### config.mk
export PLATFORM = sky130hd
export DESIGN_NAME = ca_rule_scheduler
export DESIGN_NICKNAME = d
export VERILOG_FILES = /design/src/rtl/ca_rule_scheduler.sv
export SDC_FILE = /design/constraint.sdc
export NUM_CORES = 1
export LEC_CHECK = 0
export CAP_MARGIN = 20
export CELL_PAD_IN_SITES_DETAIL_PLACEMENT = 1
export CELL_PAD_IN_SITES_GLOBAL_PLACEMENT = 1
export CORE_ASPECT_RATIO = 1.75
export CORE_MARGIN = 2
export CORE_UTILIZATION = 46
export CTS_CLUSTER_DIAMETER = 100
export CTS_CLUSTER_SIZE = 40
export DETAILED_ROUTE_END_ITERATION = 12
export GPL_TIMING_DRIVEN = 0
export PLACE_DENSITY_LB_ADDON = 0.1
export SYNTH_ARGS = -nofsm -noshare
export SYNTH_HDL_FRONTEND = slang
export SYNTH_SLANG_ARGS = --single-unit
### constraint.sdc
create_clock -name clk -period 1.85 [get_ports clk]
set_input_delay 0.185 -clock clk [delete_from_list [all_inputs] [get_ports clk]]
set_output_delay 0.185 -clock clk [all_outputs]
set_load 0.05 [all_outputs]
### src/rtl/ca_rule_scheduler.sv
// Band/rule sequencer for the VGA cellular-automaton datapath: rule table, row/band tracking,
// seed-frame control and optional frame scrolling (enabled by defining CA_AUTOSCROLL_EN).
module ca_rule_scheduler #(
   parameter int unsigned BAND_ROWS  = 32,
   parameter int unsigned SCROLL_DIV = 4
) (
   input  logic       clk,
   input  logic       rst_n,
   input  logic       frame_start,
   input  logic       row_tick,
   input  logic       reseed,
   input  logic       pause,
   input  logic       cfg_wr,
   input  logic [2:0] cfg_addr,
   input  logic [7:0] cfg_data,
   output logic [7:0] rule,
   output logic [5:0] rule_color,
   output logic [2:0] band,
   output logic       seed_frame
);

   localparam int unsigned RowW = 3 + $clog2(BAND_ROWS);

   typedef enum logic [1:0] {StWait, StSeed, StRun} state_e;

   state_e          state_q, state_d;
   logic            seed_pend_q;
   logic [RowW-1:0] row_cnt_q, row_cnt_d;
   logic [RowW-1:0] frame_base;
   logic [7:0]      rule_tbl_q [8];
   logic [7:0]      rule_q;
   logic            enter_seed;

   // A reseed arriving with frame_start counts for this boundary.
   always_comb begin
      state_d = state_q;
      if (frame_start) begin
         case (state_q)
            StWait:        state_d = StSeed;
            StSeed, StRun: state_d = (seed_pend_q || reseed) ? StSeed : StRun;
            default:       state_d = StWait;
         endcase
      end
   end

   assign enter_seed = frame_start && (state_d == StSeed);

`ifdef CA_AUTOSCROLL_EN
   localparam int unsigned FcW = (SCROLL_DIV > 1) ? $clog2(SCROLL_DIV) : 1;

   logic [FcW-1:0]  frame_cnt_q, frame_cnt_d;
   logic [RowW-1:0] base_ofs_q, base_ofs_d;

   always_comb begin
      frame_cnt_d = frame_cnt_q;
      base_ofs_d  = base_ofs_q;
      if (enter_seed) begin
         frame_cnt_d = '0;
         base_ofs_d  = '0;
      end else if (frame_start && (state_q == StRun) && !pause) begin
         if (frame_cnt_q == FcW'(SCROLL_DIV - 1)) begin
            frame_cnt_d = '0;
            base_ofs_d  = base_ofs_q + RowW'(1);
         end else begin
            frame_cnt_d = frame_cnt_q + FcW'(1);
         end
      end
   end

   always_ff @(posedge clk) begin
      if (!rst_n) begin
         frame_cnt_q <= '0;
         base_ofs_q  <= '0;
      end else begin
         frame_cnt_q <= frame_cnt_d;
         base_ofs_q  <= base_ofs_d;
      end
   end

   // The new frame starts from the offset updated on this same boundary.
   assign frame_base = base_ofs_d;
`else
   logic unused_pause;
   assign unused_pause = pause;
   assign frame_base   = '0;
`endif

   always_comb begin
      row_cnt_d = row_cnt_q;
      if (frame_start) begin
         row_cnt_d = enter_seed ? '0 : frame_base;
      end else if (row_tick) begin
         row_cnt_d = row_cnt_q + RowW'(1);
      end
   end

   always_ff @(posedge clk) begin
      if (!rst_n) begin
         state_q     <= StWait;
         seed_pend_q <= 1'b1;
         row_cnt_q   <= '0;
         rule_q      <= 8'd30;
      end else begin
         state_q   <= state_d;
         row_cnt_q <= row_cnt_d;
         rule_q    <= rule_tbl_q[band];
         if (enter_seed) begin
            seed_pend_q <= 1'b0;
         end else if (reseed) begin
            seed_pend_q <= 1'b1;
         end
      end
   end

   always_ff @(posedge clk) begin
      if (!rst_n) begin
         rule_tbl_q[0] <= 8'd30;
         rule_tbl_q[1] <= 8'd110;
         rule_tbl_q[2] <= 8'd22;
         rule_tbl_q[3] <= 8'd73;
         rule_tbl_q[4] <= 8'd90;
         rule_tbl_q[5] <= 8'd146;
         rule_tbl_q[6] <= 8'd105;
         rule_tbl_q[7] <= 8'd102;
      end else if (cfg_wr) begin
         rule_tbl_q[cfg_addr] <= cfg_data;
      end
   end

   assign band       = row_cnt_q[RowW-1 -: 3];
   assign seed_frame = (state_q == StSeed);
   assign rule       = rule_q;
   assign rule_color = rule_q[6:1];

endmodule

Word-level counts from Yosys, hierarchy flattened
Memory sizes are Yosys's and may differ from the RTL's. A register that Yosys moved wholly into a read port is not among the register bits.
Index checks and enable logic that the tools add are counted.
{"block": "totals", "reg_bits": 11, "ramBits": 64, "in_bits": 18, "out_inout_bits": 18, "memories": 1}
{"block": "op_classes", "addsub": 1, "eq_ne": 3, "n_mux": 12, "bitwise": 1, "reduce_logical": 8}
{"memory": "rule_tbl_q", "depth": 8, "word_bits": 8, "rd": 1, "rd_clocked_by_memory_dff": 1, "write_ports": 8, "line_no": "30", "text": "logic [7:0] rule_tbl_q [8];"}
{"cell": "8-bit by 1-bit adder with 8-bit output (second input constant)", "count": 1}
{"cell": "8-bit two-way mux", "count": 1}
{"cell": "8-bit OR reduction", "count": 1}
{"cell": "1-bit two-way mux", "count": 7}
{"cell": "2-bit by 1-bit == test with 1-bit output (second input constant)", "count": 2}
{"cell": "2-bit two-way mux", "count": 2}
{"cell": "2-bit case mux with 2 select lines", "count": 1}
{"cell": "2-bit OR reduction", "count": 2}
{"cell": "3-bit two-way mux", "count": 1}
{"cell": "2-bit == test (second input constant)", "count": 1}
{"cell": "2-bit zero test", "count": 1}
{"cell": "2-bit nonzero test", "count": 1}
{"cell": "1-bit logical AND", "count": 1}
{"cell": "1-bit zero test", "count": 1}
{"cell": "1-bit logical OR", "count": 1}
{"cell": "1-bit NOT", "count": 1}

Longest topological paths before layout
Gate-level depths: netlist of the first run.
{"block": "logic_depth", "ltp_word": 7, "depth_mapped": 5, "ltp_nobuf": 5}

Worst setup path before layout of the first run
No wires, ideal clock.
{"block": "synth_timing", "kind": "in2reg", "startpoint": "input port cfg_addr[0]", "endpoint": "memory rule_tbl_q[2][0] (enable)", "setup_time_ns": 0.384, "t_arrival_ns": 1.282, "slack_ns": 0.184, "stages": 3, "n_path_buf": 1, "path_cell_list": "nand3b_1 buf_2 o21ai_0"}
{"element": "from (decl)", "line_no": "14", "text": "input logic [2:0] cfg_addr,"}
{"element": "to (decl)", "line_no": "30"}

Worst setup path in the final report of the first run
{"block": "layout_timing", "startpoint": "register rule_q[3] (netlist: rule[3]), read port of rule_tbl_q", "endpoint": "output port rule_color[2]"}
{"element": "from (decl)", "line_no": "31", "text": "logic [7:0] rule_q;"}
{"element": "to (decl)", "line_no": "17", "text": "output logic [5:0] rule_color,"}
No word-level cell between the ends.

==> metrics.txt, run 1 <==
worst r2r src row_cnt_q[6]; unrepaired setup endpoints after global routing no; deepest clock path buffer count 2; Layout Area Growth over Synthesis 22.83%; Crit path max-delay family buffers and inverters; Worst R2R Path Depth 4; f_max 549.2 MHz; 1st-iter DRT viols 96; first-pass GRT wire length ~14000 µm; post-detail-place hpwl 6591 µm; final hold slack 193.7 ps; max-slew violations 0; post-synth top area cell edfxtp_1; final worst path period share 0.9842; syn avg cell area approximately 13 µm²; Tmin final about 1800 ps; worst slew pin tran 572.6 ps; Die ar. 8916 µm²; Req. time, crit path 1660 ps; worst setup path end rule_color[2]; GPL Wtd Cong 0.7677; count leader, synth edfxtp_1; synth warn 0; CTS clk-pin slew, worst paths around 60 ps; CP arrival 1640 ps; max_cap viols 0; outcome completed; maximum vdd drop ~550 µV; die height 123.4 µm; Worst path depth 2; initial antenna violation count 0; Finished Core Util 0.5822; flop2flop setup slack 340 ps; worst path buffer plus inverter count 2; share of layout cells above drive strength 1 0.2328; fillers 804; largest net degree at the start of global routing 14; CTS tree done; LEAKAGE 0.001624 µW; Worst Path Class, Setup register to output pin; Layout Nets 365; Top FF cell, synth edfxtp_1; worst r2r dst rule[2]; clock latency at the later pin of the worst-skew pair 340 ps; die width 72.24 µm; Cell Rows 43; # diodes 0; Cell Chain, Critical Path buf_4, clkdlybuf4s50_1; Setup TNS Final 0 ps; synthesized area 3749 µm²; net count after synthesis 313; GRT Total Usage 0.2149; design area roughly 4600 µm²; multi-input logic area 1341 µm²; Crit. End Element output pin; crit-path max FO 2; Yosys top cell area share 0.5127; PwrDens 954.6 nW/µm²; via count of the first global-routing pass 2602; Layout Skew 3.810 ps; CP startpoint rule[3]; Sink Count 83; Vias 2408; I/O Pins 36; port bufs 33; ys async rst share 0; vias per cell about 5.5; Post-Route WL 8851 µm; Startpoint Class register; Slew headroom 0.6183; post-place instance area 4219 µm²; flop and latch count out of synthesis 83; Synth Instances 291; critical-path cell with the highest stage delay clkdlybuf4s50_1; TritonRoute pass-1 iters 4; CP peak stage delay 780 ps; Hold Crit Class primary input to register; Root Buffer Master clkbuf_16; Routed Antenna Nets 0; Post-synth EDFFs 64; Synth cell types 29; Inserted Clock Buffers 9; GRT overflow 0; top post-synthesis cells by area edfxtp_1 (51%), dfxtp_1 (10%), mux2_2 (7.2%), and2_1 (5.8%), or3_1 (4.0%); Reg area approximately 2300 µm²; Core ar. 7909 µm²; Seq/Total Area, Yosys 0.6142; Final Hold Vio Count 0; synth cell count leaders edfxtp_1 (64), and2_1 (35), mux2_2 (24), or3_1 (24); Routed WL per cell 20.21 µm; number of H-tree levels 3; Initial Util 0.4740; final setup fails 0; Residual DRC 0
## power by group
part	switching [µW]	internal (µW)	total [µW]
sequential	34.2	2110	2150
combinational	226	147	372
clock	706	1170	1880
## stage by stage
step | total power, µW | setup slack, ps | cells
6_report | 4396 | 29.22 | 438
5_1_grt | 4522 | 1.040 | 438
4_1_cts | 4420 | 3.323 | 435
3_3_place_gp | 2526 | -951.0 | 414
2_1_floorplan | 2380 | 184.4 | 291
3_5_place_dp | 2547 | -818.9 | 418
## sequential cells by signal, summed over array words and instances (netlist names)
signal and count:
rule_tbl_q 64, state_q 2, rule 8, seed_pend_q 1, row_cnt_q 8
## placed cells by master, fill, tap and decap left out
cell type / netlist / layout
clkinv_2: 0 / 4
o21ai_1: 0 / 1
o221ai_1: 4 / 4
xor2_1: 3 / 3
inv_1: 4 / 4
dfxtp_1: 19 / 19
dlygate4sd2_1: 0 / 3
ha_1: 4 / 4
bufinv_16: 0 / 2
o22ai_1: 9 / 9
nand2_1: 7 / 7
nor3_4: 0 / 2
nand3_4: 0 / 1
nor2_1: 19 / 19
xnor2_1: 1 / 1
nand2b_2: 0 / 2
a21bo_2: 1 / 1
or2_2: 2 / 2
buf_4: 13 / 20
clkbuf_1: 7 / 7
or3_1: 24 / 24
nand2b_1: 15 / 13
a21boi_0: 1 / 1
clkdlybuf4s50_1: 0 / 30
mux2i_1: 1 / 1
buf_2: 3 / 5
nand4_1: 3 / 3
and2_1: 35 / 35
mux4_2: 4 / 4
edfxtp_1: 64 / 64
clkbuf_16: 0 / 9
mux2_2: 24 / 24
o21ai_2: 0 / 5
o21ai_0: 14 / 8
nand3b_1: 1 / 1
a21oi_1: 3 / 3
nand3_1: 3 / 2
a211o_1: 1 / 1
## logic make-up (layout without fill, tap and decap cells)
| family | after synthesis | in the layout | share of synthesized area |
|---|---|---|---|
| and+or+nand+nor | 111 | 111 | 0.1692 |
| DFF | 83 | 83 | 0.6142 |
| AOI/OAI and AO/OA | 33 | 33 | 0.05407 |
| muxes | 29 | 29 | 0.09880 |
| buffers and inverters | 27 | 84 | 0.04105 |
| adders and majority gates | 4 | 4 | 0.01335 |
| xor gates and xnor gates | 4 | 4 | 0.009348 |
## layout make-up
class,count,share of cell area
Multi-Input combinational cell,181,0.2913
Tap cell,90,0.02446
Clock inverter,6,0.01739
Timing Repair Buffer,41,0.08342
Inverter,4,0.003261
Sequential cell,83,0.5000
Clock buffer,10,0.04973
Buffer,23,0.03043
## timing repair
| item | 4_1_cts | 5_1_grt |
|---|---|---|
| pin swaps | 1 | 1 |
| buffers inserted | 1 | 3 |
| setup endpoints to repair | 66 | 40 |
| hold buffers | 0 | 0 |
| gates resized for setup | 20 | 2 |
## how the worst min path moves through the flow
stage,startpoint,end,cells after the start
floorplan,cfg_data[1],rule_tbl_q[0][1],1
global placement,row_cnt_q[1],row_cnt_q[1],2
detailed placement,state_q[0],state_q[0],2
CTS,row_tick,row_cnt_q[1],3
global route,row_tick,row_cnt_q[0],3
finish,row_tick,row_cnt_q[1],3
## tightest hold or removal path, cell delays in order
cell	delay [ps]
buf_2	150
mux2i_1	80
nor2_1	80
## layer usage
metal	vias up	wire, µm	track usage
met5	-	0	0
met4	0	246	0.09316
met3	17	274	0.04156
met2	53	5179	0.4186
met1	1183	3151	0.2124
li1	1155	-	-
No activity file was read; power rests on OpenSTA's default activity.
==> inputs of run 2 (changes only) <==
--- a/config.mk
+++ b/config.mk
@@ -6,11 +6,11 @@
 export NUM_CORES = 1
 export LEC_CHECK = 0
 export CAP_MARGIN = 20
-export CELL_PAD_IN_SITES_DETAIL_PLACEMENT = 1
-export CELL_PAD_IN_SITES_GLOBAL_PLACEMENT = 1
+export CELL_PAD_IN_SITES_DETAIL_PLACEMENT = 0
+export CELL_PAD_IN_SITES_GLOBAL_PLACEMENT = 2
 export CORE_ASPECT_RATIO = 1.75
 export CORE_MARGIN = 2
-export CORE_UTILIZATION = 46
+export CORE_UTILIZATION = 39
 export CTS_CLUSTER_DIAMETER = 100
 export CTS_CLUSTER_SIZE = 40
 export DETAILED_ROUTE_END_ITERATION = 12
==> run 2 against run 1 <==
Compared with the run above:
- final area increased by 0.92%
- worst hold slack improved by 2.1 ps
- sequential power about the same
- combinational power decreased by 1%
- critical path depth increased by 3
- via count decreased by 1.1%
- global-route usage decreased by 3.5 points
- critical path type is now primary input to register
- largest cell class unchanged
==> metrics.txt, run 2 (synthesis gave the netlist of run 1 again) <==
Slew headroom 0.6068 (was 0.6183); Top reg by flops rule_tbl_q (unchanged); f_max 572.8 MHz (was 549.2 MHz); most frequent cells in the layout edfxtp_1 (64), and2_1 (35), clkdlybuf4s50_1 (30), or3_1 (24), mux2_2 (24) (unchanged); TritonRoute pass-1 iters 4 (unchanged); number of H-tree levels 3 (unchanged); final setup fails 0 (unchanged); Cell Rows 47 (was 43); max-slew violations 0 (unchanged); die height 133.7 µm (was 123.4 µm); via count of the first global-routing pass 2504 (was 2602); LEAKAGE 0.001636 µW (was 0.001624 µW); GRT Total Usage 0.1800 (was 0.2149); CTS clk-pin slew, worst paths 60 ps (about the same); Req. time, crit path 1880 ps (was 1660 ps); Finished Core Util 0.4939 (was 0.5822); port bufs 33 (unchanged); max FFs per register 64 (unchanged); die width 78.11 µm (was 72.24 µm); commonest non-fill, non-tap cell in the layout edfxtp_1 (unchanged); final worst path period share 0.9437 (was 0.9842); Final Hold Vio Count 0 (unchanged); I/O Pins 36 (unchanged); Crit path max-delay family buffers and inverters (unchanged); Hold Crit Class primary input to register (unchanged); CP arrival 1780 ps (was 1640 ps); Startpoint Class primary input (was register); max_cap viols 0 (unchanged); Crit. End Element register (was output pin); vias per cell 5.057 (was 5.498); GPL Wtd Cong 0.7692 (was 0.7677); sequential fraction of design power 0.489 (was 0.488); logic gate share of total power 0.084 (was 0.085); Sink Count 83 (unchanged); Routed Antenna Nets 0 (unchanged); clock latency at the later pin of the worst-skew pair 330 ps (was 340 ps); CP peak stage delay 540 ps (was 780 ps); Die ar. 10440 µm² (was 8916 µm²); Initial Util 0.3984 (was 0.4740); share of layout cells above drive strength 1 0.2292 (was 0.2328); outcome completed (unchanged); worst slew pin tran 589.8 ps (was 572.6 ps); maximum vdd drop 531.0 µV (was 546.2 µV); unrepaired setup endpoints after global routing no (unchanged); Inserted Clock Buffers 9 (unchanged); largest net degree at the start of global routing 14 (unchanged); # diodes 0 (unchanged); post-detail-place hpwl 6145 µm (was 6591 µm); fillers 887 (was 804); Layout Nets 366 (was 365); final hold slack 195.8 ps (was 193.7 ps); PwrDens 941.9 nW/µm² (was 954.6 nW/µm²); worst path buffer plus inverter count 3 (was 2); crit-path max FO 10 (was 2); Tmin final 1746 ps (was 1821 ps); Psw 940.8 µW (was 965.6 µW); GRT overflow 0 (unchanged); 1st-iter DRT viols 99 (was 96); Worst Path Class, Setup primary input to register (was register to output pin); Layout Area Growth over Synthesis 23.97% (was 22.83%); Routed WL per cell 18.19 µm (was 20.21 µm); internal power 3436 µW (was 3430 µW); deepest clock path buffer count 2 (unchanged); CTS tree done (unchanged); initial antenna violation count 0 (unchanged); first-pass GRT wire length 13670 µm (was 13610 µm); critical-path cell with the highest stage delay clkdlybuf4s50_1 (unchanged); Clk network pwr share 0.427 (about the same); Layout Skew 6.000 ps (was 3.810 ps); Root Buffer Master clkbuf_16 (unchanged); Residual DRC 0 (unchanged); Switching Fraction 0.2150 (was 0.2197); Core ar. 9409 µm² (was 7909 µm²); Cell Chain, Critical Path clkdlybuf4s50_1, nand3_2, clkbuf_2, o21ai_2, buf_2 (was buf_4, clkdlybuf4s50_1); Vias 2382 (was 2408); Post-Route WL 8568 µm (was 8851 µm)
-- run 2: changes by cell type in the layout (fill, tap and decap cells not counted), sizes merged --
cell          change
dlygate4sd2       -1
clkinv            -1
clkbuf            +2
dlymetal6s2s      +1
-- run 2: timing repair --
action	CTS	global route
buffers inserted	3	0
pin swaps	2	0
hold buffers	0	0
resized for setup	18	2
setup endpoints to repair	66	6
-- run 2: area by class of cell --
class	count	area [µm²]	area share
clock buffers	11	232.7	0.05008
plain buffers	23	140.1	0.03016
clock inverters	5	77.57	0.01669
multi-input cells	181	1334	0.2870
flip-flops and latches	83	2302	0.4954
repair buffers	42	392.9	0.08454
inverters	4	15.01	0.003231
well taps	122	152.6	0.03285
-- run 2: worst paths after layout --
| check | cells past startpoint | slack, ps | start | end |
|---|---|---|---|---|
| max | 5 | 100 | rst_n | rule_tbl_q[5][0] |
| min | 3 | 200 | row_tick | row_cnt_q[0] |
| max reg2reg | 5 | 290 | row_cnt_q[7] | rule[1] |
| min reg2reg | 2 | 520 | state_q[0] | state_q[0] |
-- run 2: power by group through the flow --
stage          sequential (µW)  combinational, µW  clock, µW
2_1_floorplan             2210                174          0
6_report                  2140                367       1870
3_5_place_dp              2180                359          0
4_1_cts                   2140                371       1890
5_1_grt                   2150                395       1950
3_3_place_gp              2180                350          0
-- run 2: tightest hold or removal path, delay by kind of cell --
kind,cells,cell delay (ps)
buffers and inverters,1,150
xor gates and xnor gates,1,80
and+or+nand+nor,1,70
-- run 2: through the flow --
stage | power [µW] | setup WS, ps | instances | cell area [µm²] | TNS (ps)
2_1_floorplan | 2380 | 184.4 | 291 | 3749 | 0
3_3_place_gp | 2528 | -1119 | 446 | 4232 | -69470
3_5_place_dp | 2541 | -835.3 | 452 | 4272 | -47390
4_1_cts | 4402 | 13.50 | 471 | 4641 | 0
5_1_grt | 4497 | 12.26 | 471 | 4647 | 0
6_report | 4377 | 104.1 | 471 | 4647 | 0
-- run 2: routing by layer --
| layer | global-route usage | part of all wire | wire length, µm | vias to the layer above |
|---|---|---|---|---|
| li1 | - | - | - | 1162 |
| met1 | 0.1947 | 0.38 | 3215 | 1142 |
| met4 | 0.1111 | 0.050 | 425 | 0 |
| met5 | 0 | 0 | 0 | - |
| met3 | 0.03117 | 0.027 | 233 | 24 |
| met2 | 0.3204 | 0.55 | 4693 | 54 |
==> inputs of run 3 (changes only) <==
--- a/config.mk
+++ b/config.mk
@@ -5,12 +5,13 @@
 export SDC_FILE = /design/constraint.sdc
 export NUM_CORES = 1
 export LEC_CHECK = 0
+export ABC_AREA = 1
 export CAP_MARGIN = 20
 export CELL_PAD_IN_SITES_DETAIL_PLACEMENT = 0
 export CELL_PAD_IN_SITES_GLOBAL_PLACEMENT = 2
 export CORE_ASPECT_RATIO = 1.75
 export CORE_MARGIN = 2
-export CORE_UTILIZATION = 39
+export CORE_UTILIZATION = 35
 export CTS_CLUSTER_DIAMETER = 100
 export CTS_CLUSTER_SIZE = 40
 export DETAILED_ROUTE_END_ITERATION = 12
==> run 3 against run 2 <==
Compared with the run above:
- critical path depth fell by 3
- clock skew is essentially flat
- clock power shrank 6%
- sequential power about the same
- combinational power shrank 1%
- global-route usage is 1.1 points lower
- non-clock buffer count down 9
- first-iteration DRC count up 14%
- count of clock-buffer cells in the layout is the same
==> metrics.txt, run 3 <==
Final Hold Vio Count 0 (unchanged); top post-synthesis cells by area edfxtp_1 (50%), nand2_1 (12%), dfxtp_1 (9.8%), nand3_1 (6.9%), inv_1 (5.7%) (was edfxtp_1 (51%), dfxtp_1 (10%), mux2_2 (7.2%), and2_1 (5.8%), or3_1 (4.0%)); Die ar. 11930 µm² (was 10440 µm²); CTS tree done (unchanged); Startpoint Class register (was primary input); max FFs per register 64 (unchanged); clock latency at the later pin of the worst-skew pair 330 ps (about the same); GRT overflow 0 (unchanged); 1st-iter DRT viols 113 (was 99); Top reg by flops rule_tbl_q (unchanged); post-detail-place hpwl 6997 µm (was 6145 µm); flop and latch count out of synthesis 83 (unchanged); initial antenna violation count 0 (unchanged); via count of the first global-routing pass 2840 (was 2504); Vias 2850 (was 2382); outcome completed (unchanged); f_max 563.9 MHz (was 572.8 MHz); Setup TNS Final 0 ps (unchanged); GRT Total Usage 0.1687 (was 0.1800); Synth Instances 429 (was 291); deepest clock path buffer count 2 (unchanged); synth cell count leaders nand2_1 (127), edfxtp_1 (64), inv_1 (59), nand3_1 (53), nor2_1 (52) (was edfxtp_1 (64), and2_1 (35), mux2_2 (24), or3_1 (24)); Post-synth EDFFs 64 (unchanged); Slew headroom 0.6535 (was 0.6068); Layout Skew 5.979 ps (was 6.000 ps); first-pass GRT wire length 15050 µm (was 13670 µm); final worst path period share 0.9585 (was 0.9437); Seq/Total Area, Yosys 0.5959 (was 0.6142); Layout Nets 496 (was 366); max_cap viols 0 (unchanged); max-slew violations 0 (unchanged); Core ar. 10760 µm² (was 9409 µm²); die height 143.0 µm (was 133.7 µm); post-place instance area 4367 µm² (was 4272 µm²); Routed WL per cell 15.31 µm (was 18.19 µm); vias per cell 4.680 (was 5.057); port bufs 34 (was 33); ys async rst share 0 (unchanged); I/O Pins 36 (unchanged); count leader, synth nand2_1 (was edfxtp_1); Hold Crit Class register to register (was primary input to register); CTS clk-pin slew, worst paths 60 ps (about the same); worst slew pin tran 519.7 ps (was 589.8 ps); GPL Wtd Cong 0.7796 (was 0.7692); PnR worst setup slack 76.69 ps (was 104.1 ps); largest net degree at the start of global routing 14 (unchanged); flop2flop setup slack 440 ps (was 290 ps); Hold-fix buffers, CTS 0 (unchanged); Inserted Clock Buffers 9 (unchanged); CP arrival 1590 ps (was 1780 ps); LEAKAGE 0.002001 µW (was 0.001636 µW); Post-Route WL 9326 µm (was 8568 µm); # diodes 0 (unchanged); Req. time, crit path 1660 ps (was 1880 ps); Initial Util 0.3591 (was 0.3984); Worst Path Class, Setup register to output pin (was primary input to register); PwrDens 914.9 nW/µm² (was 941.9 nW/µm²); Place WS -159.3 ps (was -835.3 ps); Layout Area Growth over Synthesis 20.37% (was 23.97%); post-synth top area cell edfxtp_1 (unchanged); share of layout cells above drive strength 1 0.1002 (was 0.2292); net count after synthesis 451 (was 313); number of H-tree levels 3 (unchanged); most frequent cells in the layout nand2_1 (127), edfxtp_1 (64), inv_1 (59), nand3_1 (53), nor2_1 (52) (was edfxtp_1 (64), and2_1 (35), clkdlybuf4s50_1 (30), or3_1 (24), mux2_2 (24)); synthesized area 3864 µm² (was 3749 µm²); maximum vdd drop 472.8 µV (was 531.0 µV); Synth cell types 24 (was 29); Routed Antenna Nets 0 (unchanged); commonest non-fill, non-tap cell in the layout nand2_1 (was edfxtp_1); Top FF cell, synth edfxtp_1 (unchanged); Cell Rows 50 (was 47); Root Buffer Master clkbuf_16 (unchanged); Crit. End Element output pin (was register); crit-path max FO 3 (was 10); final hold slack 493.7 ps (was 195.8 ps); Post CTS Setup Buffer Count 0 (was 3); final setup fails 0 (unchanged); design area 4651 µm² (was 4647 µm²); TritonRoute pass-1 iters 4 (unchanged); unrepaired setup endpoints after global routing no (unchanged); Residual DRC 0 (unchanged); Tmin final 1773 ps (was 1746 ps); Yosys top cell area share 0.4974 (was 0.5127); die width 83.43 µm (was 78.11 µm); Sink Count 83 (unchanged); syn avg cell area 9.006 µm² (was 12.88 µm²); Power, Total 4255 µW (was 4377 µW); synth warn 0 (unchanged)
==> run 3: cell count changes in the layout (fill, tap and decap cells not counted), moves of 5 or more <==
| cell | before | now |
|---|---|---|
| nand3_1 | 2 | 53 |
| clkbuf_1 | 8 | 2 |
| o22ai_1 | 9 | 0 |
| nor2_1 | 19 | 52 |
| and2_1 | 35 | 0 |
| inv_1 | 4 | 59 |
| o21ai_2 | 5 | 0 |
| nand2_1 | 7 | 127 |
| or3_1 | 24 | 0 |
| buf_4 | 20 | 12 |
| mux2_2 | 24 | 0 |
| nand2b_1 | 13 | 0 |
==> run 3: area by class of cell <==
| type | instances | area, µm² |
|---|---|---|
| buffer | 22 | 163.9 |
| clock buffer | 11 | 232.7 |
| clock inverter | 5 | 53.80 |
| fill | 1098 | 6110 |
| inverter | 64 | 242.7 |
| multi-input combinational | 260 | 1155 |
| sequential | 83 | 2302 |
| tap | 130 | 162.7 |
| timing repair buffer | 34 | 337.8 |
==> run 3: repair_timing <==
action                     CTS  global route
resized for setup            2             0
hold endpoints to repair     0             0
setup endpoints to repair    2             0
==> run 3: final timing paths <==
check	start	to	cells after the start
max	row_cnt_q[6]	band[1]	2
min	row_cnt_q[3]	row_cnt_q[3]	1
max reg2reg	row_cnt_q[6]	rule[4]	5
min reg2reg	row_cnt_q[3]	row_cnt_q[3]	1
==> run 3: kinds of logic after synthesis <==
group / Yosys count / share of synthesized area
AOI/OAI and AO/OA: 14 / 0.01846
adders and majority gates: 4 / 0.01295
buffers and inverters: 86 / 0.1052
DFF: 83 / 0.5959
and+or+nand+nor: 242 / 0.2675
==> run 3: critical path, cell delays in order (launching register included) <==
cell and delay, ps:
dfxtp_1 350, buf_4 110, clkdlybuf4s50_1 790
==> run 3: through the flow <==
| step | cells | utilization |
|---|---|---|
| floorplan | 429 | - |
| global placement | 593 | 0.4058 |
| detailed placement | 593 | 0.4058 |
| CTS | 609 | 0.4322 |
| global route | 609 | 0.4322 |
| finish | 609 | 0.4322 |
==> run 3: routing by layer <==
layer,track usage,share of wire
met5,0,0
met3,0.02775,0.030
met4,0.1010,0.049
met2,0.3077,0.55
met1,0.1815,0.37
==> run 3: power by group <==
part / internal [µW] / switching, µW / total [µW]
clock network: 1040 / 709 / 1750
logic: 121 / 242 / 363
registers: 2110 / 31.1 / 2140
total: 3270 / 982 / 4250
